### src/rtl/npu_host_driver.sv
// npu_host_driver
//   Host-side driver for one NPU invocation per start command. It streams
//   config words into the NPU config FIFO, then streams input words into the
//   NPU input FIFO while it drains result words from the NPU output FIFO into
//   a small skid buffer toward the host.
//
//   state   | meaning
//   --------+------------------------------------------------------------
//   IDLE    | waiting for host_start; counts are latched when it is accepted
//   CONFIG  | forwarding config words until cfg_rem reaches 0
//   STREAM  | input and output sides run concurrently until both finish
//   DONE    | one-cycle completion pulse, then back to IDLE
//
// Ports
//   CLK, RST                  clock, synchronous active-high reset
//   host_start / *_count      start pulse and per-invocation word counts
//   host_busy, host_done      status (busy outside IDLE, done one pulse)
//   host_cfg_*                config stream from host (valid/ready)
//   host_in_*                 input stream from host (valid/ready)
//   host_out_*                result stream toward host (valid/ready)
//   npu_config_*              NPU config FIFO write port
//   npu_input_*               NPU input FIFO write port
//   npu_output_*              NPU output FIFO read port (1-cycle read latency)
module npu_host_driver #(
  parameter int CNT_W      = 8,
  parameter int OBUF_DEPTH = 2
) (
  input  logic             CLK,
  input  logic             RST,

  input  logic             host_start,
  input  logic [CNT_W-1:0] host_cfg_count,
  input  logic [CNT_W-1:0] host_in_count,
  input  logic [CNT_W-1:0] host_out_count,
  output logic             host_busy,
  output logic             host_done,

  input  logic [25:0]      host_cfg_data,
  input  logic             host_cfg_valid,
  output logic             host_cfg_ready,

  input  logic [31:0]      host_in_data,
  input  logic             host_in_valid,
  output logic             host_in_ready,

  output logic [31:0]      host_out_data,
  output logic             host_out_valid,
  input  logic             host_out_ready,

  output logic [25:0]      npu_config_data,
  output logic             npu_config_fifo_write_enable,
  input  logic             npu_config_fifo_full,

  output logic [31:0]      npu_input_data,
  output logic             npu_input_fifo_write_enable,
  input  logic             npu_input_fifo_full,

  output logic             npu_output_fifo_read_enable,
  input  logic [31:0]      npu_output_data,
  input  logic             npu_output_fifo_empty
);

  localparam int PTR_W = (OBUF_DEPTH > 1) ? $clog2(OBUF_DEPTH) : 1;
  localparam int OCC_W = PTR_W + 1;
  localparam logic [OCC_W:0] DEPTH_L = (OCC_W + 1)'(OBUF_DEPTH);

  typedef enum logic [1:0] {
    S_IDLE   = 2'd0,
    S_CONFIG = 2'd1,
    S_STREAM = 2'd2,
    S_DONE   = 2'd3
  } state_t;

  state_t             state_q, state_d;
  logic [CNT_W-1:0]   cfg_rem_q, cfg_rem_d;
  logic [CNT_W-1:0]   in_rem_q, in_rem_d;
  logic [CNT_W-1:0]   req_rem_q, req_rem_d;
  logic [CNT_W-1:0]   del_rem_q, del_rem_d;
  logic               inflight_q, inflight_d;
  logic [OCC_W-1:0]   occ_q, occ_d;
  logic [PTR_W-1:0]   wr_ptr_q, wr_ptr_d;
  logic [PTR_W-1:0]   rd_ptr_q, rd_ptr_d;
  logic               busy_q, done_q;
  logic [31:0]        buf_q [OBUF_DEPTH];

  logic               cfg_acc, in_acc, push, pop, rd_en;
  logic [OCC_W:0]     level, limit;

  // Stream handshakes are combinational so a full flag drops ready in the
  // same cycle it rises.
  assign host_cfg_ready = (state_q == S_CONFIG) && !npu_config_fifo_full &&
                          (cfg_rem_q != '0);
  assign host_in_ready  = (state_q == S_STREAM) && !npu_input_fifo_full &&
                          (in_rem_q != '0);
  assign cfg_acc = host_cfg_valid && host_cfg_ready;
  assign in_acc  = host_in_valid && host_in_ready;

  assign npu_config_data              = host_cfg_data;
  assign npu_config_fifo_write_enable = cfg_acc;
  assign npu_input_data               = host_in_data;
  assign npu_input_fifo_write_enable  = in_acc;

  assign host_out_valid = (occ_q != '0);
  assign host_out_data  = buf_q[rd_ptr_q];
  assign pop  = host_out_valid && host_out_ready;
  assign push = inflight_q;

  // A slot is reserved for the word already in flight; a same-cycle pop frees
  // one, which keeps a depth-2 buffer at one word per cycle.
  assign level = {1'b0, occ_q} + {{OCC_W{1'b0}}, inflight_q};
  assign limit = DEPTH_L + {{OCC_W{1'b0}}, pop};
  assign rd_en = (state_q == S_STREAM) && !npu_output_fifo_empty &&
                 (req_rem_q != '0) && (level < limit);
  assign npu_output_fifo_read_enable = rd_en;

  assign host_busy = busy_q;
  assign host_done = done_q;

  always_comb begin
    state_d    = state_q;
    cfg_rem_d  = cfg_rem_q;
    in_rem_d   = in_rem_q;
    req_rem_d  = req_rem_q;
    del_rem_d  = del_rem_q;
    inflight_d = rd_en;
    occ_d      = occ_q;
    wr_ptr_d   = wr_ptr_q;
    rd_ptr_d   = rd_ptr_q;

    if (cfg_acc) cfg_rem_d = cfg_rem_q - 1'b1;
    if (in_acc)  in_rem_d  = in_rem_q - 1'b1;
    if (rd_en)   req_rem_d = req_rem_q - 1'b1;
    if (pop && (del_rem_q != '0)) del_rem_d = del_rem_q - 1'b1;

    if (push) wr_ptr_d = wr_ptr_q + 1'b1;
    if (pop)  rd_ptr_d = rd_ptr_q + 1'b1;
    case ({push, pop})
      2'b10:   occ_d = occ_q + 1'b1;
      2'b01:   occ_d = occ_q - 1'b1;
      default: occ_d = occ_q;
    endcase

    case (state_q)
      S_IDLE: begin
        if (host_start) begin
          cfg_rem_d = host_cfg_count;
          in_rem_d  = host_in_count;
          req_rem_d = host_out_count;
          del_rem_d = host_out_count;
          state_d   = (host_cfg_count != '0) ? S_CONFIG : S_STREAM;
        end
      end
      S_CONFIG: begin
        if ((cfg_acc && (cfg_rem_q == CNT_W'(1))) || (cfg_rem_q == '0))
          state_d = S_STREAM;
      end
      S_STREAM: begin
        if ((in_rem_q == '0) && (del_rem_q == '0))
          state_d = S_DONE;
      end
      default: state_d = S_IDLE;
    endcase
  end

  always_ff @(posedge CLK) begin
    if (RST) begin
      state_q    <= S_IDLE;
      cfg_rem_q  <= '0;
      in_rem_q   <= '0;
      req_rem_q  <= '0;
      del_rem_q  <= '0;
      inflight_q <= 1'b0;
      occ_q      <= '0;
      wr_ptr_q   <= '0;
      rd_ptr_q   <= '0;
      busy_q     <= 1'b0;
      done_q     <= 1'b0;
    end else begin
      state_q    <= state_d;
      cfg_rem_q  <= cfg_rem_d;
      in_rem_q   <= in_rem_d;
      req_rem_q  <= req_rem_d;
      del_rem_q  <= del_rem_d;
      inflight_q <= inflight_d;
      occ_q      <= occ_d;
      wr_ptr_q   <= wr_ptr_d;
      rd_ptr_q   <= rd_ptr_d;
      busy_q     <= (state_d != S_IDLE);
      done_q     <= (state_d == S_DONE);
    end
  end

  // Data storage needs no reset: occupancy gates host_out_valid.
  always_ff @(posedge CLK) begin
    if (push && !RST) buf_q[wr_ptr_q] <= npu_output_data;
  end

endmodule

### config.mk
export PLATFORM = sky130hd
export DESIGN_NAME = npu_host_driver
export DESIGN_NICKNAME = d
export VERILOG_FILES = /design/src/rtl/npu_host_driver.sv
export SDC_FILE = /design/constraint.sdc
export NUM_CORES = 1
export LEC_CHECK = 0
export CORE_AREA = 2 2 113 115
export DETAILED_ROUTE_END_ITERATION = 12
export DIE_AREA = 0 0 115 117
export PLACE_DENSITY = 0.91
export SYNTH_ARGS = -nofsm -noshare
export SYNTH_HDL_FRONTEND = slang
export SYNTH_SLANG_ARGS = --single-unit
export TNS_END_PERCENT = 20
### constraint.sdc
create_clock -name CLK -period 4.7 [get_ports CLK]
set_clock_uncertainty 0.15 [all_clocks]
set_input_delay 0.94 -clock CLK [delete_from_list [all_inputs] [get_ports CLK]]
set_output_delay 0.94 -clock CLK [all_outputs]
set_load 0.02 [all_outputs]
# == Word level (Yosys, flattened, before mapping) ==
# Memories as Yosys holds them, arrays and structs flattened. A register that Yosys moved wholly into a read port is not among the register bits.
# Index checks and enable logic that the tools add are counted.
# word_totals
output_inout_bits,98
ramBits,64
ff_bits,41
memories,1
# classes
magnitude_cmp,1
n_reduce_logical,31
n_eq_ne,6
muxes,22
n_addsub,10
# memory_table
memory,depth,width,rd,rd_clocked_by_memory_dff,wr,line,text
buf_q,2,32,1,1,1,84,logic [31:0] buf_q [OBUF_DEPTH];
# op_table
cell,count
two-way mux 8 bit,12
nonzero test 8 bit,5
"subtractor 8 x 1 -> 8 bit, second input constant",4
logical NOT 8 bit,3
logical AND 1 bit,14
"equality test 8 x 1 -> 1 bit, second input constant",1
two-way mux 2 bit,4
"equality test 2 bit, second input constant",3
one-hot mux 2 bit (3 select lines),1
nonzero test 2 bit,3
"equality test 2 x 1 -> 1 bit, second input constant",2
logical NOT 1 bit,4
two-way mux 1 bit,4
one-hot mux 2 bit (2 select lines),1
adder 2 x 1 -> 3 bit,1
"adder 2 x 1 -> 3 bit, first input constant",1
< comparator 3 bit,1
"adder 1 bit, second input constant",2
"adder 2 x 1 -> 2 bit, second input constant",1
logical NOT 2 bit,1
"subtractor 2 x 1 -> 2 bit, second input constant",1
logical OR 1 bit,1

# == Logic depth before layout (Yosys ltp) ==
# Gate-level depths: netlist (run 1).
# logic_depth
word_depth,9
mapped_depth,7
depth_no_buf,6

# == Worst setup path after synthesis (run 1) ==
# OpenSTA, ideal clock, no wires.
# synth_path
kind,input -> register
from,input RST
to,"memory buf_q[1][0], enable pin"
stages,3
slack_ns,0.407
setup_time_ns,0.468
arrival_time_ns,3.675
path_cell_list,buf_6 clkbuf_1 nor3b_1
# synth_via
elab_chain_cells,4
# synth_lines
element,line,text
from (decl),29,"input logic RST,"
logical NOT 1 bit,195,if (push && !RST) buf_q[wr_ptr_q] <= npu_output_data;
logical AND 1 bit,195,
two-way mux 1 bit,195,
two-way mux 1 bit (not written as such),195,
to (decl),84,
# No other way between the ends.

# == Worst setup path in the final report (run 1) ==
# layout_path
from,input host_out_ready
to,output npu_output_fifo_read_enable
# layout_via
elab_chain_cells,4
# layout_lines
element,line,text
from (decl),48,"input logic host_out_ready,"
logical AND 1 bit,105,assign pop = host_out_valid && host_out_ready;
adder 2 x 1 -> 3 bit,111,"assign limit = DEPTH_L + {{OCC_W{1'b0}}, pop};"
< comparator 3 bit,113,(req_rem_q != '0) && (level < limit);
logical AND 1 bit,113,
to (decl),58,"output logic npu_output_fifo_read_enable,"
# No other way between the ends.

==> impl_metrics.env, run 1 <==
export IMPL_max_slew_margin_rel=0.201
export IMPL_grt_pass1_wl_um=18900
export IMPL_cts_tree="done"
export IMPL_rsz0062_at_grt="no"
export IMPL_place_gp_congestion=0.869
export IMPL_antenna_found_initial=0
export IMPL_finalPower_mw=2.21
export IMPL_start_util=0.422
export IMPL_crit_path_start_kind="primary input"
export IMPL_die_w_um=115
export IMPL_io_buffers=104
export IMPL_status="completed"
export IMPL_final_core_util=0.507
export IMPL_cts_buffers=9
export IMPL_drv_cap=0
export IMPL_h_tree_depth=3
export IMPL_grt_total_usage=0.184
export IMPL_power_leakage_nw=2.07
export IMPL_clock_root_buffer="clkbuf_16"
export IMPL_num_vias=3691
export IMPL_clk_pin_slew_ps=70
export IMPL_synth_cells=447
export IMPL_ys_types=50
export IMPL_boundaryPins=221
export IMPL_layout_drive_gt1_share=0.129
export IMPL_slew_violations=0
export IMPL_diodes=0
export IMPL_cts_hold_buffers=0
export IMPL_fmax_mhz=245
export IMPL_wl_um=12500
export IMPL_power_density_nw_per_um2=355
export IMPL_finalSetupViolCount=0
export IMPL_crit_required_ps=3610
export IMPL_finalCriticalPeriod_ps=4070
export IMPL_floorplan_rows=41
export IMPL_grt_overflow=0
export IMPL_ys_ff_latch=106
export IMPL_nets=623
export IMPL_layout_commonest_cell="clkdlybuf4s50_1"
export IMPL_wl_per_cell_um=19.4
export IMPL_core_um2=12300
export IMPL_synth_seq_area_share=0.532
export IMPL_grt_pass1_vias=3603
export IMPL_die_y_um=117
export IMPL_syn_area_um2=5190
export IMPL_postCtsSetupRepairBufs=0
export IMPL_cts_sinks=106
export IMPL_dieArea_um2=13500
export IMPL_crit_fanout=17
export IMPL_hold_viol_final=0
export IMPL_synthesis_nets=580
export IMPL_worstSetupPathType="in2out"
export IMPL_endpoint_kind="output port"
export IMPL_worstMarginPinSlew_ps=1200
export IMPL_synth_warning_count=0
export IMPL_avgSynthCellArea_um2=11.6
export IMPL_peakVddDrop_uv=172
export IMPL_crit_arrival_ps=2980
export IMPL_setup_tns_ps=0
export IMPL_synthToLayoutAreaGrowth_pct=20.3
export IMPL_hold_slack_ps=352
export IMPL_clock_latency_ps=350
export IMPL_grt_start_max_net_pins=35
export IMPL_dp_hpwl_um=9130
export IMPL_drt_iter0_drc=280
export IMPL_mostFrequentLayoutCells="104 x clkdlybuf4s50_1, 64 x edfxtp_1, 42 x dfxtp_1"
export IMPL_postRouteAntennaNets=0
export IMPL_drc=0
export IMPL_fin_crit_sh=0.867
export IMPL_drtPass1Iterations=4
export IMPL_viasPerCell=5.72
export IMPL_cts_buffer_depth=2
export IMPL_post_cts_resized=0
export IMPL_hold_path_class="reg2reg"
## metal layers
metal	GRT usage	vias up	part of all wire
met5	0	-	0
met4	0.0972	0	0.044
met3	0.0742	53	0.11
met2	0.320	227	0.49
met1	0.190	1705	0.36
li1	-	1706	-
## area by class of cell
cell class / count / area, um2
Fill cell: 1039 / 6070
Sequential cell: 106 / 2760
Multi-Input combinational cell: 253 / 1870
Timing Repair Buffer: 109 / 1080
Clock buffer: 10 / 229
Tap cell: 150 / 188
Clock inverter: 6 / 73.8
Inverter: 11 / 41.3
## power breakdown
part	internal (mW)	switching, mW	leakage, nW
clock network	0.421	0.341	0.146
registers	1.03	0.0569	0.922
logic	0.172	0.194	0.998
## synth_stat cells (all sizes together)
cell     count  area share
o21a         1      0.0014
nor2b        3      0.0036
or4b         2      0.0039
nand3b       3      0.0043
or2          2      0.0024
o31ai        7       0.010
nand3        2      0.0019
and4bb       2      0.0048
clkbuf       8      0.0058
and4         1      0.0017
edfxtp      64        0.37
mux2i        2      0.0039
a21oi       13       0.013
inv         11      0.0080
a311oi       6       0.010
o41ai        2      0.0034
o21ai        7      0.0067
nor4b        3      0.0080
a2111oi      1      0.0017
nor2        31       0.022
or3         10       0.012
xor2         6       0.010
nand4        5      0.0060
mux2        33       0.072
o21bai       8       0.012
dfxtp       42        0.16
a211o        1      0.0017
nand2       10      0.0072
or4         12       0.018
buf         69       0.096
a211oi      16       0.023
nand2b       4      0.0048
nand4bb      2      0.0043
nor3b        4      0.0058
a21o         1      0.0014
and2         1      0.0012
nor4         7      0.0084
nor3        13       0.013
o311ai       2      0.0034
xnor2        7       0.012
o211ai       1      0.0014
a31oi       11       0.013
a21boi       1      0.0014
ha          10       0.024
## sequential cells by signal (all words and copies together) (netlist names), named ones only
signal,flops
host_done,1
del_rem_q,8
state_q,2
occ_q,2
wr_ptr_q,1
req_rem_q,8
buf_q,64
rd_ptr_q,1
cfg_rem_q,8
host_busy,1
in_rem_q,8
inflight_q,1
## metrics by stage
step	cell area, um2	setup slack (ps)	std cells
after global routing	6240	478	645
after global placement	5940	640	629
final	6240	625	645
after CTS	6240	578	645
after detailed placement	5940	589	629
after floorplan	5190	407	447
## logic make-up after synthesis
kind of cell,synth area share
simple gates,0.133
flops,0.532
buf+inv,0.109
compound gates,0.103
mux,0.0755
xor+xnor,0.0219
fa+ha+maj,0.0241
## worst max-delay path, stage by stage
cell and delay, ps:
clkdlybuf4s50_1 460, o21ai_0 160, o21a_1 400, nand2b_1 240, nor2_1 150, clkdlybuf4s50_1 620
## worst paths after layout
path | startpoint | endpoint | slack [ps] | cells after the start
setup / recovery | host_out_ready | npu_output_fifo_read_enable | 630 | 6
hold reg to reg | req_rem_q[4] | req_rem_q[4] | 350 | 2
hold / removal | req_rem_q[4] | req_rem_q[4] | 350 | 2
setup reg to reg | occ_q[0] | req_rem_q[2] | 2390 | 6
(Power assumes the default switching activity.)
==> run 2: changes to the inputs <==
--- a/config.mk
+++ b/config.mk
@@ -8,8 +8,10 @@
 export CORE_AREA = 2 2 113 115
 export DETAILED_ROUTE_END_ITERATION = 12
 export DIE_AREA = 0 0 115 117
+export GPL_ROUTABILITY_DRIVEN = 0
 export PLACE_DENSITY = 0.91
+export SLEW_MARGIN = 20
 export SYNTH_ARGS = -nofsm -noshare
 export SYNTH_HDL_FRONTEND = slang
 export SYNTH_SLANG_ARGS = --single-unit
-export TNS_END_PERCENT = 20
+export TNS_END_PERCENT = 1
==> run 2 against run 1 <==
Net effect: first-iteration DRC count up 25%; count of clock-buffer cells in the layout up 1; setup slack worse by 0.79 ps; largest cell class unchanged.
==> impl_metrics.env, run 2 (synthesis results as in run 1) <==
export IMPL_grt_total_usage=0.177
export IMPL_hold_viol_final=0
export IMPL_cpMostUsedCell="clkdlybuf4s50_1"
export IMPL_dp_hpwl_um=9010
export IMPL_status="completed"
export IMPL_mostFrequentLayoutCells="104 x clkdlybuf4s50_1, 64 x edfxtp_1, 42 x dfxtp_1"
export IMPL_cts_buffer_depth=2
export IMPL_cts_hold_buffers=0
export IMPL_drc=0
export IMPL_finalSetupViolCount=0
export IMPL_clk_pin_slew_ps=70
export IMPL_clock_latency_ps=330
export IMPL_io_buffers=104
export IMPL_slew_violations=0
export IMPL_core_um2=12300
export IMPL_floorplan_rows=41
export IMPL_finalCriticalPeriod_ps=4080
export IMPL_antenna_found_initial=0
export IMPL_post_cts_resized=0
export IMPL_power_leakage_nw=2.06
export IMPL_max_slew_margin_rel=0.402
export IMPL_drtPass1Iterations=5
export IMPL_cp_buffers_inverters=2
export IMPL_rsz0062_at_grt="no"
export IMPL_die_w_um=115
export IMPL_dieArea_um2=13500
export IMPL_fmax_mhz=245
export IMPL_boundaryPins=221
export IMPL_cts_sinks=106
export IMPL_power_density_nw_per_um2=349
export IMPL_nFillCells=1039
export IMPL_die_y_um=117
export IMPL_grt_start_max_net_pins=40
export IMPL_hold_path_class="reg2reg"
export IMPL_crit_arrival_ps=2990
export IMPL_cpPeakStageDelay_ps=630
export IMPL_critPathSlowestCell="clkdlybuf4s50_1"
export IMPL_postRouteAntennaNets=0
export IMPL_regMostFlops="buf_q"
export IMPL_clock_root_buffer="clkbuf_16"
export IMPL_drv_cap=0
export IMPL_wl_per_cell_um=18.9
export IMPL_largest_register_ff_count=64
export IMPL_path_cells="clkdlybuf4s50_1 > o21ai_0 > o21a_1 > nand2b_1 > nor2_1 > clkdlybuf4s50_1"
export IMPL_final_core_util=0.506
export IMPL_viasPerCell=5.77
export IMPL_cts_tree="done"
export IMPL_wl_um=12200
export IMPL_postCtsSetupRepairBufs=0
export IMPL_crit_required_ps=3610
export IMPL_start_util=0.422
export IMPL_worstMarginPinSlew_ps=895
export IMPL_register_area_um2=2760
export IMPL_finalPower_mw=2.17
export IMPL_num_vias=3719
export IMPL_worstSetupPathType="in2out"
export IMPL_grt_pass1_wl_um=18500
export IMPL_setup_tns_ps=0
export IMPL_fin_crit_sh=0.867
export IMPL_cts_buffers=9
export IMPL_crit_fanout=17
export IMPL_critPathTopFamily="buffers and inverters"
export IMPL_endpoint_kind="output port"
export IMPL_nets=623
export IMPL_grt_overflow=0
export IMPL_layout_drive_gt1_share=0.127
export IMPL_h_tree_depth=3
export IMPL_diodes=0
export IMPL_crit_path_start_kind="primary input"
export IMPL_grt_pass1_vias=3548
export IMPL_layout_commonest_cell="clkdlybuf4s50_1"
export IMPL_synthToLayoutAreaGrowth_pct=20.1
export IMPL_multi_input_area_um2=1870
export IMPL_peakVddDrop_uv=157
export IMPL_drt_iter0_drc=351
## run 2: cell types whose count changed in the layout (fill, tap and decap cells not counted), sizes merged
cell / before / now
inv: 13 / 11
clkbuf: 10 / 11
clkinv: 2 / 3
## run 2: worst paths after layout
path             startpoint                          end  slack, ps  cells after the start
max          host_out_ready  npu_output_fifo_read_enable        620                      6
max reg2reg      state_q[0]                 req_rem_q[3]       2360                      5
min reg2reg    req_rem_q[4]                 req_rem_q[4]        370                      2
min            req_rem_q[4]                 req_rem_q[4]        370                      2
## run 2: worst reg2reg max path, stage by stage (launching register included)
cell and delay [ps]:
dfxtp_1 600, nor2_1 90, nand2_1 680, buf_4 400
o21bai_1 150, nor3b_1 210
## run 2: cell type report
class	count	share of cell area
flip-flops and latches	106	0.443
multi-input cells	253	0.301
repair buffers	109	0.173
clock buffers	11	0.0373
well taps	150	0.0301
clock inverters	5	0.00883
inverters	11	0.00663
## run 2: per-stage QoR
stage / cell area, um2 / std cells / hold slack (ps) / worst slack, ps
finish: 6230 / 645 / 369 / 624
global route: 6230 / 645 / 389 / 504
CTS: 6230 / 645 / 366 / 602
detailed placement: 5940 / 629 / 354 / 609
global placement: 5940 / 629 / 333 / 650
floorplan: 5190 / 447 / 313 / 407
## run 2: layer usage
metal | part of all wire | track usage | up-vias | wire length (um)
li1 | - | - | 1706 | -
met1 | 0.37 | 0.198 | 1738 | 4500
met2 | 0.48 | 0.300 | 219 | 5840
met3 | 0.11 | 0.0623 | 56 | 1330
met4 | 0.042 | 0.0900 | 0 | 513
met5 | 0 | 0.00741 | - | 0
## run 2: power by group
| group | internal (mW) | switching (mW) | total [mW] |
|---|---|---|---|
| clock | 0.412 | 0.313 | 0.725 |
| combinational | 0.172 | 0.191 | 0.364 |
| sequential | 1.03 | 0.0557 | 1.09 |
==> run 3: changes to the inputs <==
--- a/config.mk
+++ b/config.mk
@@ -6,9 +6,9 @@
 export NUM_CORES = 1
 export LEC_CHECK = 0
 export CORE_AREA = 2 2 113 115
+export CTS_CLUSTER_SIZE = 20
 export DETAILED_ROUTE_END_ITERATION = 12
 export DIE_AREA = 0 0 115 117
-export GPL_ROUTABILITY_DRIVEN = 0
 export PLACE_DENSITY = 0.91
 export SLEW_MARGIN = 20
 export SYNTH_ARGS = -nofsm -noshare
==> constraint.sdc (replaced) <==
create_clock -name CLK -period 4.7 [get_ports CLK]
set_clock_uncertainty 0.15 [all_clocks]
set_input_delay 0.94 -clock CLK [delete_from_list [all_inputs] [get_ports CLK]]
set_output_delay 0.94 -clock CLK [all_outputs]
set_load 0.05 [all_outputs]
==> run 3 against run 2 <==
Net effect: sequential power is essentially flat; first-iteration DRC count shrank 3.4%; die area is the same; routed wire length grew 3.5%; via count grew 1.0%; non-clock buffer count is the same; utilization grew 0.16 points; fmax shrank 4.7%; global-route usage grew 0.76 points; hold slack lost 9.1 ps; sequential share of layout area shrank 0.14 points; combinational power grew 6.3%; critical endpoint unchanged; largest power group unchanged.
==> impl_metrics.env, run 3 (synthesis results as in run 1) <==
export IMPL_power_leakage_nw=2.07
export IMPL_crit_path_start_kind="primary input"
export IMPL_crit_fanout=17
export IMPL_antenna_found_initial=1
export IMPL_grt_pass1_wl_um=18800
export IMPL_clk_pin_slew_ps=70
export IMPL_drt_iter0_drc=339
export IMPL_num_vias=3758
export IMPL_critPathSlowestCell="clkdlybuf4s50_1"
export IMPL_slew_violations=0
export IMPL_cts_buffers=9
export IMPL_drc=0
export IMPL_core_um2=12300
export IMPL_layout_commonest_cell="clkdlybuf4s50_1"
export IMPL_wl_um=12600
export IMPL_hold_slack_ps=360
export IMPL_drv_cap=0
export IMPL_share_comb_of_total_power=0.173
export IMPL_postCtsSetupRepairBufs=0
export IMPL_worst_r2r_cell_count=6
export IMPL_clock_latency_ps=350
export IMPL_rsz0062_at_grt="no"
export IMPL_crit_start="host_out_ready"
export IMPL_crit_required_ps=3610
export IMPL_worst_r2r_setup_slack_ps=2350
export IMPL_clock_root_buffer="clkbuf_16"
export IMPL_postRouteAntennaNets=0
export IMPL_fin_crit_sh=0.910
export IMPL_finalCriticalPeriod_ps=4280
export IMPL_cts_tree="done"
export IMPL_switching_share=0.269
export IMPL_cts_sinks=106
export IMPL_io_buffers=104
export IMPL_critPathTopFamily="buffers and inverters"
export IMPL_crit_end="npu_output_fifo_read_enable"
export IMPL_boundaryPins=221
export IMPL_worstSetupPathType="in2out"
export IMPL_max_slew_margin_rel=0.447
export IMPL_grt_overflow=0
export IMPL_regMostFlops="buf_q"
export IMPL_path_cells="clkdlybuf4s50_1 > o21ai_0 > o21a_1 > nand2b_1 > nor2_1 > clkdlybuf4s50_1"
export IMPL_grt_start_max_net_pins=35
export IMPL_met1_usage=0.192
export IMPL_setup_tns_ps=0
export IMPL_cpMostUsedCell="clkdlybuf4s50_1"
export IMPL_drtPass1Iterations=5
export IMPL_p_int_mw=1.63
export IMPL_cts_hold_buffers=0
export IMPL_cp_buffers_inverters=2
export IMPL_die_y_um=117
export IMPL_hold_viol_final=0
export IMPL_endpoint_kind="output port"
export IMPL_wl_per_cell_um=19.5
export IMPL_grt_busiest_layer="met2"
export IMPL_hold_path_class="reg2reg"
export IMPL_grtUsageMet3=0.0726
export IMPL_pwr_share_seq=0.486
export IMPL_viasPerCell=5.82
export IMPL_power_density_nw_per_um2=357
export IMPL_fmax_mhz=234
export IMPL_mostFrequentLayoutCells="104 x clkdlybuf4s50_1, 64 x edfxtp_1, 42 x dfxtp_1"
export IMPL_cts_buffer_depth=2
export IMPL_start_util=0.422
export IMPL_dp_hpwl_um=9190
export IMPL_die_w_um=115
export IMPL_h_tree_depth=3
export IMPL_p_sw_mw=0.602
export IMPL_worstMarginPinSlew_ps=817
export IMPL_layout_drive_gt1_share=0.131
export IMPL_peakVddDrop_uv=197
export IMPL_crit_arrival_ps=3190
export IMPL_crit_cells=6
export IMPL_floorplan_rows=41
export IMPL_clockPowerShare=0.341
export IMPL_grt_total_usage=0.185
export IMPL_finalSetupViolCount=0
export IMPL_place_gp_congestion=0.878
export IMPL_synthToLayoutAreaGrowth_pct=20.5
export IMPL_grt_pass1_vias=3668
export IMPL_largest_register_ff_count=64
export IMPL_gr_usage_met2=0.313
export IMPL_status="completed"
export IMPL_timing_rr_start="occ_q[0]"
export IMPL_nets=623
export IMPL_dieArea_um2=13500
export IMPL_timing_rr_end="req_rem_q[2]"
export IMPL_cpPeakStageDelay_ps=820
export IMPL_post_cts_resized=0
[run 3: cell count changes in the layout (fill, tap and decap cells not counted)]
cell / previous run / this run
inv_8: 0 / 1
clkinv_1: 1 / 0
clkbuf_8: 0 / 1
clkbuf_1: 2 / 1
diode_2: 0 / 1
[run 3: worst min-delay path by stage]
stage | startpoint | depth (start not counted) | slack [ps] | end
after floorplan | req_rem_q[4] | 2 | 310 | req_rem_q[4]
after global placement | req_rem_q[4] | 2 | 330 | req_rem_q[4]
after detailed placement | rd_ptr_q | 2 | 350 | flip-flop
after CTS | rd_ptr_q | 2 | 360 | flip-flop
after global routing | req_rem_q[4] | 2 | 390 | req_rem_q[4]
final | rd_ptr_q | 2 | 360 | flip-flop
[run 3: layout make-up]
class / count / area, um2
Multi-Input combinational cell: 253 / 1870
Clock inverter: 5 / 62.6
Antenna cell: 1 / 2.50
Tap cell: 150 / 188
Fill cell: 1074 / 6060
Sequential cell: 106 / 2760
Inverter: 11 / 41.3
Clock buffer: 11 / 243
Timing Repair Buffer: 109 / 1080
[run 3: power by group through the flow]
stage                     combinational [mW]  clock (mW)  sequential [mW]
after global placement                 0.361           0             1.10
after detailed placement               0.379           0             1.10
after floorplan                        0.387           0             1.09
final                                  0.387       0.762             1.09
after global routing                   0.421       0.818             1.09
after CTS                              0.383       0.786             1.08
[run 3: worst reg2reg max path, stage by stage, from the launching register on]
cell	delay, ps
dfxtp_1	360
ha_1	200
ha_1	230
nor4b_4	350
nand2_1	230
or4_2	580
a31oi_1	180
[run 3: metrics by stage]
stage | instance area (um2) | util | worst slack, ps | power [mW] | cells
global placement | 5940 | 0.482 | 445 | 1.46 | 629
detailed placement | 5940 | 0.483 | 377 | 1.48 | 629
global route | 6250 | 0.508 | 269 | 2.33 | 645
floorplan | 5190 | - | 407 | 1.47 | 447
finish | 6250 | 0.508 | 421 | 2.24 | 646
CTS | 6250 | 0.508 | 365 | 2.25 | 645
[run 3: routing by layer]
metal,part of all wire,vias up
met1,0.36,1764
met5,0.00040,-
met4,0.049,2
met2,0.49,220
li1,-,1705
met3,0.10,67
